<file path="src/rtl/decode_stage.sv">
// rtl/decode_stage.sv - instruction decode stage with register file, load-use hazard detection and ID/EX register
//
// Purpose:
//   Decodes the fetched instruction into a control bundle and reads two
//   operands from the 32x32 register file, which this stage owns together
//   with its write-back port. A load-use hazard inserts one bubble and stalls
//   fetch. The result is registered into the ID/EX stage register.
//
// Ports:
//   clk, reset (asynchronous, active-low)
//   if_valid/if_pc/if_instr      instruction from fetch
//   flush                        kill the instruction being decoded
//   ex_stall                     hold ID/EX
//   ex_is_load/ex_rd             load currently in execute (hazard source)
//   wb_en/wb_addr/wb_data        register file write port
//   stall_fetch                  combinational fetch hold
//   id_*                         ID/EX bundle
//
// Optional feature:
//   DECODE_WB_BYPASS_EN - when defined, a same-cycle write is bypassed onto
//   the operand read (write-first). Otherwise reads return the pre-write value.

module decode_stage #(
    parameter int ADDR_W = 32,
    parameter int INST_W = 32,
    parameter int NREGS  = 32
) (
    input  logic              clk,
    input  logic              reset,
    input  logic              if_valid,
    input  logic [ADDR_W-1:0] if_pc,
    input  logic [INST_W-1:0] if_instr,
    input  logic              flush,
    input  logic              ex_stall,
    input  logic              ex_is_load,
    input  logic [4:0]        ex_rd,
    input  logic              wb_en,
    input  logic [4:0]        wb_addr,
    input  logic [31:0]       wb_data,
    output logic              stall_fetch,
    output logic              id_valid,
    output logic [ADDR_W-1:0] id_pc,
    output logic [6:0]        id_opcode,
    output logic [4:0]        id_rd,
    output logic [31:0]       id_rs1_val,
    output logic [31:0]       id_rs2_val,
    output logic [31:0]       id_imm,
    output logic              id_reg_wr,
    output logic              id_mem_rd,
    output logic              id_mem_wr,
    output logic              id_byte,
    output logic              id_branch,
    output logic              id_jump,
    output logic              id_illegal
);

    localparam logic [6:0] OP_ADD  = 7'h00;
    localparam logic [6:0] OP_SUB  = 7'h01;
    localparam logic [6:0] OP_MUL  = 7'h02;
    localparam logic [6:0] OP_LDB  = 7'h10;
    localparam logic [6:0] OP_LDW  = 7'h11;
    localparam logic [6:0] OP_STB  = 7'h12;
    localparam logic [6:0] OP_STW  = 7'h13;
    localparam logic [6:0] OP_MOV  = 7'h14;
    localparam logic [6:0] OP_BEQ  = 7'h30;
    localparam logic [6:0] OP_JUMP = 7'h31;

    typedef struct packed {
        logic              valid;
        logic [ADDR_W-1:0] pc;
        logic [6:0]        opcode;
        logic [4:0]        rd;
        logic [31:0]       rs1_val;
        logic [31:0]       rs2_val;
        logic [31:0]       imm;
        logic              reg_wr;
        logic              mem_rd;
        logic              mem_wr;
        logic              byte_acc;
        logic              branch;
        logic              jump;
        logic              illegal;
    } idex_t;

    logic [6:0]  opcode;
    logic [4:0]  rd;
    logic [4:0]  rs1;
    logic [4:0]  rs2;
    logic [14:0] br_off;

    assign opcode = if_instr[31:25];
    assign rd     = if_instr[24:20];
    assign rs1    = if_instr[19:15];
    assign rs2    = if_instr[14:10];
    assign br_off = {if_instr[24:20], if_instr[9:0]};

    // Register file
    logic [31:0] regs_q [NREGS];
    logic [31:0] regs_d [NREGS];

    always_comb begin
        regs_d = regs_q;
        if (wb_en && wb_addr != 5'd0) begin
            regs_d[wb_addr] = wb_data;
        end
    end

    always_ff @(posedge clk or negedge reset) begin
        if (!reset) begin
            for (int i = 0; i < NREGS; i++) begin
                regs_q[i] <= '0;
            end
        end else begin
            regs_q <= regs_d;
        end
    end

    logic [31:0] rs1_val;
    logic [31:0] rs2_val;

`ifdef DECODE_WB_BYPASS_EN
    assign rs1_val = (rs1 == 5'd0) ? 32'd0 :
                     (wb_en && wb_addr == rs1) ? wb_data : regs_q[rs1];
    assign rs2_val = (rs2 == 5'd0) ? 32'd0 :
                     (wb_en && wb_addr == rs2) ? wb_data : regs_q[rs2];
`else
    assign rs1_val = (rs1 == 5'd0) ? 32'd0 : regs_q[rs1];
    assign rs2_val = (rs2 == 5'd0) ? 32'd0 : regs_q[rs2];
`endif

    // Hazard compares raw rs fields regardless of opcode: conservative, never misses a real dependency.
    logic hazard;
    assign hazard = if_valid && ex_is_load && (ex_rd != 5'd0) &&
                    ((ex_rd == rs1) || (ex_rd == rs2));

    // A flush redirects fetch, so the hazard must not hold it back.
    assign stall_fetch = ex_stall || (hazard && !flush);

    idex_t dec;

    always_comb begin
        dec         = '0;
        dec.valid   = 1'b1;
        dec.pc      = if_pc;
        dec.opcode  = opcode;
        dec.rd      = rd;
        dec.rs1_val = rs1_val;
        dec.rs2_val = rs2_val;
        dec.imm     = {{17{if_instr[14]}}, if_instr[14:0]};
        case (opcode)
            OP_ADD, OP_SUB, OP_MUL, OP_MOV: dec.reg_wr = 1'b1;
            OP_LDB: begin
                dec.mem_rd   = 1'b1;
                dec.reg_wr   = 1'b1;
                dec.byte_acc = 1'b1;
            end
            OP_LDW: begin
                dec.mem_rd = 1'b1;
                dec.reg_wr = 1'b1;
            end
            OP_STB: begin
                dec.mem_wr   = 1'b1;
                dec.byte_acc = 1'b1;
            end
            OP_STW:  dec.mem_wr = 1'b1;
            OP_BEQ: begin
                dec.branch = 1'b1;
                dec.imm    = {{17{br_off[14]}}, br_off};
            end
            OP_JUMP: dec.jump    = 1'b1;
            default: dec.illegal = 1'b1;
        endcase
    end

    idex_t idex_q;
    idex_t idex_d;

    always_comb begin
        idex_d = idex_q;
        if (flush) begin
            idex_d = '0;
        end else if (ex_stall) begin
            idex_d = idex_q;
        end else if (hazard) begin
            idex_d = '0;
        end else if (if_valid) begin
            idex_d = dec;
        end else begin
            idex_d = '0;
        end
    end

    always_ff @(posedge clk or negedge reset) begin
        if (!reset) begin
            idex_q <= '0;
        end else begin
            idex_q <= idex_d;
        end
    end

    assign id_valid   = idex_q.valid;
    assign id_pc      = idex_q.pc;
    assign id_opcode  = idex_q.opcode;
    assign id_rd      = idex_q.rd;
    assign id_rs1_val = idex_q.rs1_val;
    assign id_rs2_val = idex_q.rs2_val;
    assign id_imm     = idex_q.imm;
    assign id_reg_wr  = idex_q.reg_wr;
    assign id_mem_rd  = idex_q.mem_rd;
    assign id_mem_wr  = idex_q.mem_wr;
    assign id_byte    = idex_q.byte_acc;
    assign id_branch  = idex_q.branch;
    assign id_jump    = idex_q.jump;
    assign id_illegal = idex_q.illegal;

endmodule

</file>
<file path="config.mk">
export PLATFORM = sky130hd
export DESIGN_NAME = decode_stage
export DESIGN_NICKNAME = d
export VERILOG_FILES = /design/src/rtl/decode_stage.sv
export SDC_FILE = /design/constraint.sdc
export NUM_CORES = 2
export LEC_CHECK = 0
export BUFFER_PORTS_ARGS = -buffer_cell sky130_fd_sc_hd__buf_4
export CAP_MARGIN = 20
export CORE_MARGIN = 10
export CORE_UTILIZATION = 48
export CTS_BUF_LIST = sky130_fd_sc_hd__clkbuf_4 sky130_fd_sc_hd__clkbuf_8
export CTS_CLUSTER_SIZE = 25
export DETAILED_ROUTE_END_ITERATION = 7
export PLACE_DENSITY = 0.62
export SYNTH_ARGS = -nofsm -noshare
export SYNTH_HDL_FRONTEND = slang
export SYNTH_SLANG_ARGS = --single-unit
</file>
<file path="constraint.sdc">
create_clock -name clk -period 2 [get_ports clk]
set_clock_uncertainty 0.15 [all_clocks]
set_input_delay 0.2 -clock clk [delete_from_list [all_inputs] [get_ports clk]]
set_output_delay 0.2 -clock clk [all_outputs]
set_load 0.05 [all_outputs]
</file>
Yosys cells after proc, flatten, opt, wreduce, memory -nomap -nowiden
Index checks and enable logic that the tools add are counted.
{"block": "word_totals", "regBits": 1172, "inputBits": 113}
{"block": "op_classes", "magnitude_cmp": 4, "eq_ne": 12, "mux": 23, "bitwise_logic": 3, "n_reduce_logical": 19}
{"op": "bitwise mux 1024 bit", "count": 1}
{"op": "2-to-1 mux 148 bit", "count": 4}
{"op": "binary-select mux 32 bit (select 5 bit)", "count": 2}
{"op": "2-to-1 mux 32 bit", "count": 8}
{"op": "demux 32 bit (select 5 bit)", "count": 1}
{"op": "== test 7 x 5 -> 1 bit, second input constant", "count": 5}
{"op": "greater-or-equal comparator 6 bit, second input constant", "count": 3}
{"op": "inverter 5 -> 6 bit", "count": 3}
{"op": "== test 7 x 6 -> 1 bit, second input constant", "count": 2}
{"op": "== test 5 bit", "count": 2}
{"op": "zero test 5 bit", "count": 2}
{"op": "nonzero test 5 bit", "count": 2}
{"op": "OR reduction 10 bit", "count": 1}
{"op": "== test 7 x 1 -> 1 bit, second input constant", "count": 1}
{"op": "== test 7 x 2 -> 1 bit, second input constant", "count": 1}
{"op": "zero test 7 bit", "count": 1}
{"op": "2-to-1 mux 1 bit", "count": 7}
{"op": "logical AND 1 bit", "count": 6}
{"op": "less-than comparator 6 x 1 -> 1 bit, second input constant", "count": 1}
{"op": "OR reduction 2 bit", "count": 3}
{"op": "OR reduction 6 bit", "count": 1}
{"op": "logical OR 1 bit", "count": 2}
{"op": "!= test 2 bit, second input constant", "count": 1}
{"op": "zero test 1 bit", "count": 1}

Longest topological paths before layout
{"block": "logic_depth", "depth_word": 9, "ltp_mapped": 10, "ltp_nobuf": 6}

Worst setup path after synthesis
No wires, ideal clock.
{"block": "synth_path", "path_type": "input to register", "from": "input if_instr[15]", "to": "register idex_q (netlist bit id_rs1_val[0])", "setup_time_ps": 121, "t_arrival_ps": 2077, "slack_ps": -348, "cell_stages": 6, "n_path_buf": 2, "cell_sequence": "buf_2 > buf_1 > mux4_2 > a2111oi_0 > a21oi_1 > a22o_1"}
{"block": "synth_between", "elab_chain_len": 9, "word_cells_on_any_way": 13}
{"item": "from (decl)", "line_no": "32", "text": "input logic [INST_W-1:0] if_instr,"}
{"item": "inverter 5 -> 6 bit (implied by the code)", "line_no": "127", "text": "assign rs1_val = (rs1 == 5'd0) ? 32'd0 : regs_q[rs1];"}
{"item": "binary-select mux 32 bit (select 5 bit)", "line_no": "127"}
{"item": "2-to-1 mux 32 bit (implied by the code) (2 in series)", "line_no": "127"}
{"item": "2-to-1 mux 32 bit", "line_no": "127"}
{"item": "2-to-1 mux 148 bit", "line_no": "186", "text": "end else if (if_valid) begin"}
{"item": "2-to-1 mux 148 bit *", "line_no": "184", "text": "end else if (hazard) begin"}
{"item": "2-to-1 mux 148 bit *", "line_no": "182", "text": "end else if (ex_stall) begin"}
{"item": "2-to-1 mux 148 bit *", "line_no": "180", "text": "if (flush) begin"}
{"item": "to (signal assigned)", "line_no": "197", "text": "idex_q <= idex_d;"}
{"item": "to (decl)", "line_no": "175", "text": "idex_t idex_q;"}
Mark *: on every way between the ends. The rest lies on a longest branch, timed or not. The select of a mux whose other input is x is not followed.
A chain may end at the register's enable or synchronous reset.

==> metrics.md <==
| Metric | Value |
|---|---|
| Synthesized cell area | `0.0590 mm2` |
| Worst R2R Start | `regs_q[622]` |
| Dpl hpwl | `148000 um` |
| Setup crit start kind | `flip-flop` |
| Critical path class | `flip-flop to primary output` |
| Most frequent cells in the layout | `dfrtp_1 (1134), mux2_2 (1010), buf_4 (623)` |
| Synth Area per Inst | `13.8 um2` |
| Slowest stage cell, crit path | `dfrtp_2` |
| Share of cells above drive strength 1 | `50.5%` |
| Failing checks | `negative hold slack, negative setup slack` |
| Slew HR | `49.9%` |
| Final number of setup-violating endpoints | `21` |
| Starting DRC count in detailed routing | `5108` |
| Synth Register Bits | `1155` |
| Setup_tns | `-1.07 ns` |
| Largest area contributor in the netlist | `dfrtp_1` |
| Worst path max stage delay | `0.42 ns` |
| # rows | `128` |
| Pwr Density | `914 mW/mm2` |
| HP Class | `input pin to flip-flop` |
| Starting density of the core | `48.4%` |
| Pleak | `0.0340 uW` |
| Top cell type's share of synthesized area | `49.0%` |
| Wire length on met3 | `22200 um` |
| Clock root cell | `clkbuf_8` |
| Measured slew at the worst slew-check pin | `0.752 ns` |
| DR WL met2 | `101000 um` |
| Critical path's top delay family | `flip-flops` |
| Final hold viol count | `1` |
| Worst Setup SP | `id_imm[30]` |
| CP Max Fanout | `9` |
| Final WL | `224000 um` |
| Cell mode on critical path | `buf_6` |
| Final RePlAce weighted congestion | `0.887` |
| FMAX | `486 MHz` |
| Endpoint type of the worst setup path | `primary output` |
| Status | `finished, violations left` |
| Final period util | `103%` |
| Initial DRT Pass Iterations | `7` |
| Clock buffer depth | `3` |
| Clk sinks | `1155` |
| Vias | `44200` |
| Cells after synthesis | `4274` |
| Num CTS Buffers | `198` |
| Worst EP required | `1.65 ns` |
| MaxCap Viol Count | `0` |
| CTS H-tree lvls | `4` |
| Initial antenna violation count | `13` |
| TritonCTS clock tree | `yes` |
| Critical path cell sequence | `buf_6, buf_6` |
| WL/cell | `32.8 um` |
| Top cells by area, synth | `dfrtp_1 (49%), mux2_2 (19%), mux4_2 (10%)` |
| Peak supply drop | `0.803 mV` |
| DRC Markers | `0` |
| Gr ovfl total | `0` |
| Commonest non-fill, non-tap cell in the layout | `dfrtp_1` |
| RSZ-0062 raised after global routing | `true` |
| Yosys warning count | `0` |
| Worst-path clk slew | `0.06 ns` |
| Largest net degree at the start of global routing | `122` |
| Total power | `68500 uW` |
| Min-delay src | `if_instr[17]` |
| Worst setup slack after layout | `-0.0581 ns` |
| Min Tclk post-route | `2.06 ns` |
| Final net count | `5144` |
| Number of synthesized flops with an enable pin | `0` |
| Vias in the first global route | `45100` |
| Slew Limit Fails | `0` |
| Final ANT Viol Nets | `0` |
| Critical path arrival | `1.71 ns` |
| Syn nets | `4387` |
| Met1 WL | `92100 um` |
| # port buffers | `261` |
| Hold_ws | `-0.000886 ns` |
| Register area share after synthesis | `49.0%` |
| Global-route wire length before repair | `323000 um` |
| P&R area growth vs syn | `27.1%` |
| Via density | `6.48` |
| DIE AREA | `0.137 mm2` |
| FFs w/ async S/R, synth | `100%` |
| Die Y | `371 um` |
| Crit path buf inv count | `2` |
| Core region area | `0.122 mm2` |
| Skew-Pair Late Insertion Delay | `0.99 ns` |
| GRT Total Usage | `31.9%` |
| IO Count | `262` |
| Top Layer Used | `met5` |
| Most used flip-flop cell after synthesis | `dfrtp_1` |
| Chip width | `371 um` |
| Place WS | `-0.790 ns` |
| Yosys cell types | `50` |
metrics by stage:
stage / instance area, um2 / std cells / utilization, %
floorplan: 59100 / 4274 / -
global placement: 67900 / 6260 / 55.7
detailed placement: 67900 / 6260 / 55.7
CTS: 74600 / 6815 / 61.2
global route: 75000 / 6820 / 61.5
finish: 75000 / 6824 / 61.5
kinds of logic (layout without fill, tap and decap cells):
logic type	count (synthesis)	in the layout	synth area share, %
xor+xnor	10	10	0.148
simple gates	222	222	1.81
compound gates	662	662	8.34
mux	1735	1735	37.3
flops	1155	1155	49.0
buf+inv	490	1408	3.45
other cells	0	7	0
worst min-delay path: cells and delay by family:
| family | cells | cell delay (ns) |
|---|---|---|
| buf+inv | 2 | 0.32 |
| compound gates | 3 | 0.32 |
| mux | 1 | 0.24 |
final timing paths:
path,end,slack (ns),depth (start not counted)
max,id_imm[24],-0.06,2
min,id_rs1_val[0],-0.0009,6
max reg2reg,id_rs2_val[14],-0.02,6
min reg2reg,regs_q[997],0.25,0
max in group asynchronous,id_rs1_val[18],0.58,5
min in group asynchronous,regs_q[847],0.11,4
timing repair:
item                       4_1_cts  5_1_grt
hold buffers                   184        3
resized for setup              126       53
setup endpoints to repair       76      124
hold endpoints to repair      2278       40
buffers inserted                10        8
pin swaps                        3       17
power breakdown:
part	total [uW]	switching, uW	internal (uW)
clock	23600	10400	13300
sequential	30600	3160	27400
combinational	14300	6280	8030
cells in the mapped netlist (all sizes together) (2+ instances only):
| library cell | instances |
|---|---|
| nor3b | 4 |
| nor2b | 36 |
| clkbuf | 324 |
| a22oi | 97 |
| mux2i | 457 |
| a2111oi | 28 |
| nand2b | 6 |
| o22ai | 64 |
| nor3 | 5 |
| o211ai | 12 |
| or2 | 2 |
| o221ai | 60 |
| a22o | 114 |
| nand3 | 24 |
| or3b | 2 |
| nor2 | 25 |
| and2 | 6 |
| buf | 163 |
| a31oi | 3 |
| a221oi | 19 |
| dfrtp | 1155 |
| xnor2 | 10 |
| nand2 | 99 |
| a211oi | 90 |
| inv | 3 |
| a221o | 28 |
| o31ai | 2 |
| mux2 | 1010 |
| nand3b | 7 |
| o21ai | 34 |
| mux4 | 268 |
| a21oi | 104 |
layout make-up:
| type | instances | area [um2] |
|---|---|---|
| well taps | 1625 | 2030 |
| clock inverters | 38 | 413 |
| clock buffers | 323 | 3980 |
| multi-input cells | 2629 | 28800 |
| repair buffers | 1044 | 10800 |
| diodes | 7 | 17.5 |
| inverters | 3 | 11.3 |
| flip-flops and latches | 1155 | 28900 |
| fillers | 9348 | 46900 |
registers in the layout, indices dropped and copies added (netlist names), 5 cells and up:
signal	cells
id_rd	5
id_rs2_val	32
id_imm	15
id_rs1_val	32
id_opcode	7
id_pc	32
regs_q	1024
per-layer routing:
layer	GRT usage [%]	vias to the layer above
li1	-	17900
met5	0	-
met2	49.0	2368
met1	44.1	23400
met3	8.00	532
met4	11.1	10
No activity file was read; power rests on OpenSTA's default activity.
